## config.mk

```make
export PLATFORM = sky130hd
export DESIGN_NAME = enemy_laser
export DESIGN_NICKNAME = d
export VERILOG_FILES = /design/src/rtl/enemy_laser.sv
export SDC_FILE = /design/constraint.sdc
export NUM_CORES = 1
export LEC_CHECK = 0
export ABC_AREA = 1
export CORE_MARGIN = 2
export CORE_UTILIZATION = 55
export CTS_CLUSTER_SIZE = 30
export DETAILED_ROUTE_END_ITERATION = 10
export PLACE_DENSITY = 0.92
export SLEW_MARGIN = 20
export SYNTH_ARGS = -nofsm -noshare
export SYNTH_HDL_FRONTEND = slang
export SYNTH_SLANG_ARGS = --single-unit
```

## constraint.sdc

```tcl
create_clock -name clk_i -period 4 [get_ports clk_i]
set_clock_uncertainty 0.15 [all_clocks]
set_input_delay 1.2 -clock clk_i [delete_from_list [all_inputs] [get_ports clk_i]]
set_output_delay 1.2 -clock clk_i [all_outputs]
set_load 0.005 [all_outputs]
```

## src/rtl/enemy_laser.sv

```systemverilog
// enemy_laser: single enemy projectile. Spawns on a fire request, falls at a
// fixed rate, raises a one-cycle hit pulse on contact with the player ship,
// then waits out a short cooldown before it can be fired again.
//
// Ports:
//   clk_i, reset_i                      clock, synchronous active-high reset
//   fire_i, fire_x_i, fire_y_i          spawn request and spawn position
//   freeze_i                            game pause: halts motion and counters
//   player_left_i, player_right_i       player horizontal span
//   ready_o, active_o, hit_o            IDLE / FLY indication, hit pulse
//   laser_x_o, laser_top_o,
//   laser_bottom_o                      laser geometry for the display mixer
//   laser_red_o/green_o/blue_o          constant laser colour
//   state_o                             one-hot present state (debug)
module enemy_laser #(
  parameter logic [11:0] color_p         = {4'hE, 4'h2, 4'h2},
  parameter logic [9:0]  step_p          = 10'd4,
  parameter logic [19:0] move_div_p      = 20'd200000,
  parameter logic [9:0]  laser_len_p     = 10'd8,
  parameter logic [9:0]  player_top_p    = 10'd440,
  parameter logic [9:0]  player_bottom_p = 10'd460,
  parameter logic [9:0]  bottom_border_p = 10'd479,
  parameter logic [7:0]  cooldown_p      = 8'd16
) (
  input  logic       clk_i,
  input  logic       reset_i,
  input  logic       fire_i,
  input  logic [9:0] fire_x_i,
  input  logic [9:0] fire_y_i,
  input  logic       freeze_i,
  input  logic [9:0] player_left_i,
  input  logic [9:0] player_right_i,
  output logic       ready_o,
  output logic       active_o,
  output logic [9:0] laser_x_o,
  output logic [9:0] laser_top_o,
  output logic [9:0] laser_bottom_o,
  output logic       hit_o,
  output logic [3:0] laser_red_o,
  output logic [3:0] laser_green_o,
  output logic [3:0] laser_blue_o,
  output logic [3:0] state_o
);

  typedef enum logic [3:0] {
    ST_IDLE = 4'b0001,
    ST_FLY  = 4'b0010,
    ST_HIT  = 4'b0100,
    ST_COOL = 4'b1000
  } state_t;

  state_t      state_q, state_d;
  logic [9:0]  x_q, x_d;
  logic [9:0]  top_q, top_d;
  logic [19:0] div_q, div_d;
  logic [7:0]  cool_q, cool_d;

  // Bottom edge and the next-move sum are kept at 11 bits so a laser near
  // the 10-bit ceiling cannot wrap around and fake a collision or a stay.
  logic [10:0] bottom_ext;
  logic [10:0] move_sum;
  logic        collide;
  logic        tick;

  assign bottom_ext = {1'b0, top_q} + {1'b0, laser_len_p} - 11'd1;
  assign move_sum   = {1'b0, top_q} + {1'b0, step_p};

  assign collide = (player_left_i <= x_q) && (x_q <= player_right_i) &&
                   (bottom_ext >= {1'b0, player_top_p}) &&
                   (top_q <= player_bottom_p);

  assign tick = (div_q == (move_div_p - 20'd1));

  always_comb begin
    state_d = state_q;
    x_d     = x_q;
    top_d   = top_q;
    div_d   = div_q;
    cool_d  = cool_q;
    case (state_q)
      ST_IDLE: begin
        if (fire_i && !freeze_i) begin
          x_d     = fire_x_i;
          top_d   = fire_y_i;
          div_d   = 20'd0;
          state_d = ST_FLY;
        end
      end
      ST_FLY: begin
        // Collision takes priority over a coincident move tick, so the
        // laser is never stepped past the ship on the contact cycle.
        if (!freeze_i) begin
          if (collide) begin
            state_d = ST_HIT;
          end else if (tick) begin
            if (move_sum > {1'b0, bottom_border_p}) begin
              state_d = ST_IDLE;
            end else begin
              top_d = move_sum[9:0];
              div_d = 20'd0;
            end
          end else begin
            div_d = div_q + 20'd1;
          end
        end
      end
      ST_HIT: begin
        cool_d  = cooldown_p - 8'd1;
        state_d = ST_COOL;
      end
      ST_COOL: begin
        if (!freeze_i) begin
          if (cool_q == 8'd0) begin
            state_d = ST_IDLE;
          end else begin
            cool_d = cool_q - 8'd1;
          end
        end
      end
      default: begin
        state_d = ST_IDLE;
      end
    endcase
  end

  always_ff @(posedge clk_i) begin
    if (reset_i) begin
      state_q <= ST_IDLE;
      x_q     <= 10'd0;
      top_q   <= 10'd0;
      div_q   <= 20'd0;
      cool_q  <= 8'd0;
    end else begin
      state_q <= state_d;
      x_q     <= x_d;
      top_q   <= top_d;
      div_q   <= div_d;
      cool_q  <= cool_d;
    end
  end

  // The hit pulse is the registered HIT state: one cycle wide, and a reset
  // leaving HIT clears it on the same edge.
  assign hit_o          = (state_q == ST_HIT);
  assign ready_o        = (state_q == ST_IDLE);
  assign active_o       = (state_q == ST_FLY);
  assign state_o        = state_q;
  assign laser_x_o      = x_q;
  assign laser_top_o    = top_q;
  assign laser_bottom_o = bottom_ext[9:0];
  assign laser_red_o    = color_p[11:8];
  assign laser_green_o  = color_p[7:4];
  assign laser_blue_o   = color_p[3:0];

endmodule

```

# [Yosys cells after proc, flatten, opt, wreduce, memory -nomap -nowiden]
# Cells that the tools add are included.
# Widths: inputs -> output; s select.
[totals] ff_bits=52 in_bits=44 out_inout_bits=49 word_cells=67
[classes] addsub=5 magnitude_cmp=5 n_eq_ne=16 mux=23 n_reduce_logical=13
[ops] op="$mux 20" n=5
[ops] op="$mux 10" n=5
[ops] op="$pmux 20 s2" n=1
[ops] op="$mux 4" n=7
[ops] op="$add 20x1->20 const B" n=1
[ops] op="$eq 20x18->1 const B" n=1
[ops] op="$le 10x10->1" n=2
[ops] op="$pmux 10 s2" n=1
[ops] op="$mux 8" n=2
[ops] op="$pmux 4 s4" n=1
[ops] op="$pmux 8 s2" n=1
[ops] op="$ne 2x2->1 const B" n=6
[ops] op="$reduce_and 6->1" n=2
[ops] op="$add 10x3->11 const B" n=1
[ops] op="$add 10x4->11 const B" n=1
[ops] op="$ge 11x9->1 const B" n=1
[ops] op="$gt 11x9->1 const B" n=1
[ops] op="$sub 11x1->11 const B" n=1
[ops] op="$le 10x9->1 const B" n=1
[ops] op="$logic_not 8->1" n=1
[ops] op="$sub 8x1->8 const B" n=1
[ops] op="$ne 3x1->1 const B" n=2
[ops] op="$reduce_and 5->1" n=1
[ops] op="$eq 4x1->1 const B" n=1
[ops] op="10 further kinds" n=15

# [Depth between registers and ports, before layout]
[depth] ltp_word=8 mapped_depth=18

# [Worst setup path after synthesis]
# OpenSTA, ideal clock, no wires.
[synth_timing] path_type="input to register" start="input player_right_i[9]" end="register top_q[8] (netlist: laser_top_o[8])" arrival_time_ps=2567 required_ps=3737 setup_slack_ps=1170 cell_stages=14 n_path_buf=1 path_cell_list="inv_1 -> ha_1 -> nand2_1 -> nor3_1 -> nand4_1 -> nand2_1 -> nand2_1 -> inv_1 -> nand4_4 -> nand2_2 -> buf_6 -> nand2_1 -> nand2_1 -> nor2_1"
[synth_between] elab_chain_len=6
[synth_lines] element="start, declared" line="32" rtl="input logic [9:0] player_right_i,"
[synth_lines] element="$le 10x10->1" line="68" rtl="assign collide = (player_left_i <= x_q) && (x_q <= player_right_i) &&"
[synth_lines] element="$logic_and 1x1->1 (2 in a row)" line="68"
[synth_lines] element="$logic_and 1x1->1" line="69" rtl="(bottom_ext >= {1'b0, player_top_p}) &&"
[synth_lines] element="$ne 2x2->1 (no line)"
[synth_lines] element="$reduce_and 6->1 (no line)"
[synth_lines] element="end signal, assigned" line="136" rtl="top_q <= top_d;"
[synth_lines] element="end, declared" line="54" rtl="logic [9:0] top_q, top_d;"
# No other way between the ends.
# A chain may end at the register's enable or synchronous reset.

# [Worst setup path after layout]
[layout_timing] start="register top_q[2] (netlist: laser_top_o[2])" end="output laser_bottom_o[8]"
[layout_between] elab_chain_len=2
[layout_lines] element="$add 10x4->11" line="65" rtl="assign bottom_ext = {1'b0, top_q} + {1'b0, laser_len_p} - 11'd1;"
[layout_lines] element="$sub 11x1->11" line="65"
[layout_lines] element="end, declared" line="37" rtl="output logic [9:0] laser_bottom_o,"
# No other way between the ends.

==> reports/metrics.yaml <==
ys_types: 40
total_leakage_power_uw: 0.00231
dpl.hpwl_um: 8210
antenna_found_initial: 0
cts_buffer_depth: 2
dr.pass1.iters: 4
post_cts_buffers: 0
cp-start-kind: "register"
slowest_stage: "dfxtp_1"
dp_cells: 806
cts_buffers: 5
cts-resized-gates: 0
r2r_cells: 14
grt_usage: 0.261
fin_util: 0.691
dieArea_um2: 8040
worstSkewPairLatency_ps: 310
start_util: 0.563
gp_congestion: 0.939
synth-compound-area-share: 0.106
arrival_ps: 2310
crit_fanout: 9
wl_met1_um: 4350
wl_met3_um: 599
synthArstFlopShare: 0
routedWlPerCell_um: 12.9
rsz0062_at_grt: "no"
via_per_inst: 5.34
synth_ff_type: "dfxtp_1"
synthTopCellsByArea: "dfxtp_1 26%, nand2_1 14%, inv_1 8.7%, ha_1 8.7%, nor2_1 7.6%"
io_buffers: 80
crit_top_cell: "nand2_1"
synth.ff_latch_count: 52
drive_gt1_frac: 0.0671
synthXorXnorAreaFrac: 0.0174
die_h_um: 89.7
fin_cells: 814
yosys-mux-area-fraction: 0
crit_type: "reg2out"
ys_seq_area_frac: 0.258
period_needed_ps: 3660
setup_ws_ps: 336
coreArea_um2: 7180
status: "completed"
htree_levels: 2
root_buffer: "clkbuf_8"
yosys.area.top_type: "dfxtp_1"
path_cells: "ha_1 > inv_1 > nand2_1 > nand2_1 > nand2_1 > nand2_1 > inv_1 > clkdlybuf4s50_1"
min_path_cells: 1
area_growth_pct: 22.7
cts-hold-fix-buffers: 0
cts_tree: "built"
vias: 4345
grt_max_degree: 36
maxSlewViolCount: 0
synth_edf_count: 0
top_layer: "met4"
grt_pass1_wl_um: 17000
yosysWarnings: 0
worstPathRequired_ps: 2650
postSynthAreaPerCell_um2: 6.28
yosysTopAreaCellShare: 0.258
synth_top_family_by_area: "simple AND/OR/NAND/NOR gates"
fp.dieW_um: 89.7
clock_sinks: 52
overflow: 0
cp-end-kind: "output port"
wl_met2_um: 5360
final.setup.tns_ps: 0
setup_violations: 0
synthSimpleGateAreaFrac: 0.391
drcViolationCount: 0
fp-row-count: 31
powerDensity_nw_per_um2: 528
clk_pin_slew_ps: 100
maxCapViolations: 0
drt_iter0_drc: 215
synth_fa_ha_area_frac: 0.0868
synth_area_um2: 4040
timing.fmax_ghz: 0.273
boundaryPins: 93
nets: 786
min_path_type: "reg2reg"
fin_crit_sh: 0.916
antennaDiodeCount: 0
grt_pass1_vias: 4059
finalWirelength_um: 10500
place_ws_ps: 335
hold_violations: 0
whs_ps: 333
netlist_instances: 643
cpPeakStageDelay_ps: 620
final_cell_mix: "146 x nand2_1, 94 x inv_1, 82 x nor2_1, 80 x clkdlybuf4s50_1, 52 x dfxtp_1"
final_common_cell: "nand2_1"
ant_nets: 0
ir_drop_mv: 0.342
## report_power, final
part           internal (µW)  leakage [µW]  switching, µW
Sequential               657      0.000425            187
Combinational            607       0.00183            777
Clock                    205     0.0000614            183
## layout make-up
class                      count  area (µm²)
fill                         556        2220
clock inverter                 2        38.8
multi-input combinational    474        2470
sequential                    52        1040
clock buffer                   6        82.6
tap                           99         124
timing repair buffer          84         831
inverter                      97         367
## sequential cells by signal, indices dropped and copies added, names as in the netlist
register and count:
cool_q 8, div_q 20, laser_top_o 10, laser_x_o 10, state_o 4
## logic make-up after synthesis
group,count (synthesis)
simple gates,346
buf+inv,127
compound gates,80
flops,52
fa+ha+maj,28
xor+xnor,8
other cells,2
## cells in the mapped netlist (2+ instances only)
cell	number
buf_4	15
conb_1	2
nor2_4	4
nor3_1	14
o21bai_1	3
nor2_1	82
inv_1	94
nor2_2	7
nand3b_1	5
buf_6	3
inv_2	2
buf_1	2
nor3b_1	2
dfxtp_1	52
ha_1	28
o21ai_1	5
nand2_2	13
nor4_1	4
or2_2	2
buf_2	3
a31oi_1	4
nor3_2	3
nand2_1	146
nand3_1	49
xor2_1	6
xnor2_1	2
a211oi_1	2
nand4_1	10
a21oi_1	31
clkbuf_1	7
o21ai_0	32
## stage by stage
| step | instance area, µm² | power, µW |
|---|---|---|
| finish | 4960 | 2610 |
| global route | 4960 | 2820 |
| floorplan | 4080 | 1720 |
| detailed placement | 4830 | 2220 |
| CTS | 4960 | 2610 |
| global placement | 4830 | 2150 |
## routing by layer
| layer | vias to the layer above | track usage |
|---|---|---|
| met5 | - | 0 |
| met4 | 0 | 0.0923 |
| met3 | 23 | 0.0356 |
| met2 | 155 | 0.479 |
| met1 | 1999 | 0.310 |
| li1 | 2168 | - |
## final timing paths
kind | to | slack [ps] | startpoint
worst min register to register | cool_q[0] | 330 | cool_q[0]
worst max-delay path | laser_bottom_o[8] | 340 | laser_top_o[2]
worst min-delay path | cool_q[0] | 330 | cool_q[0]
worst max register to register | div_q[10] | 1120 | laser_top_o[2]
## critical path, delay by kind of cell, from the launching register on
family	cells	cell delay (ps)
flip-flops	1	620
buffers and inverters	3	660
adder cells (fa/ha/maj)	1	370
AND/OR/NAND/NOR	4	360
Power figures use the tool's default switching activity.
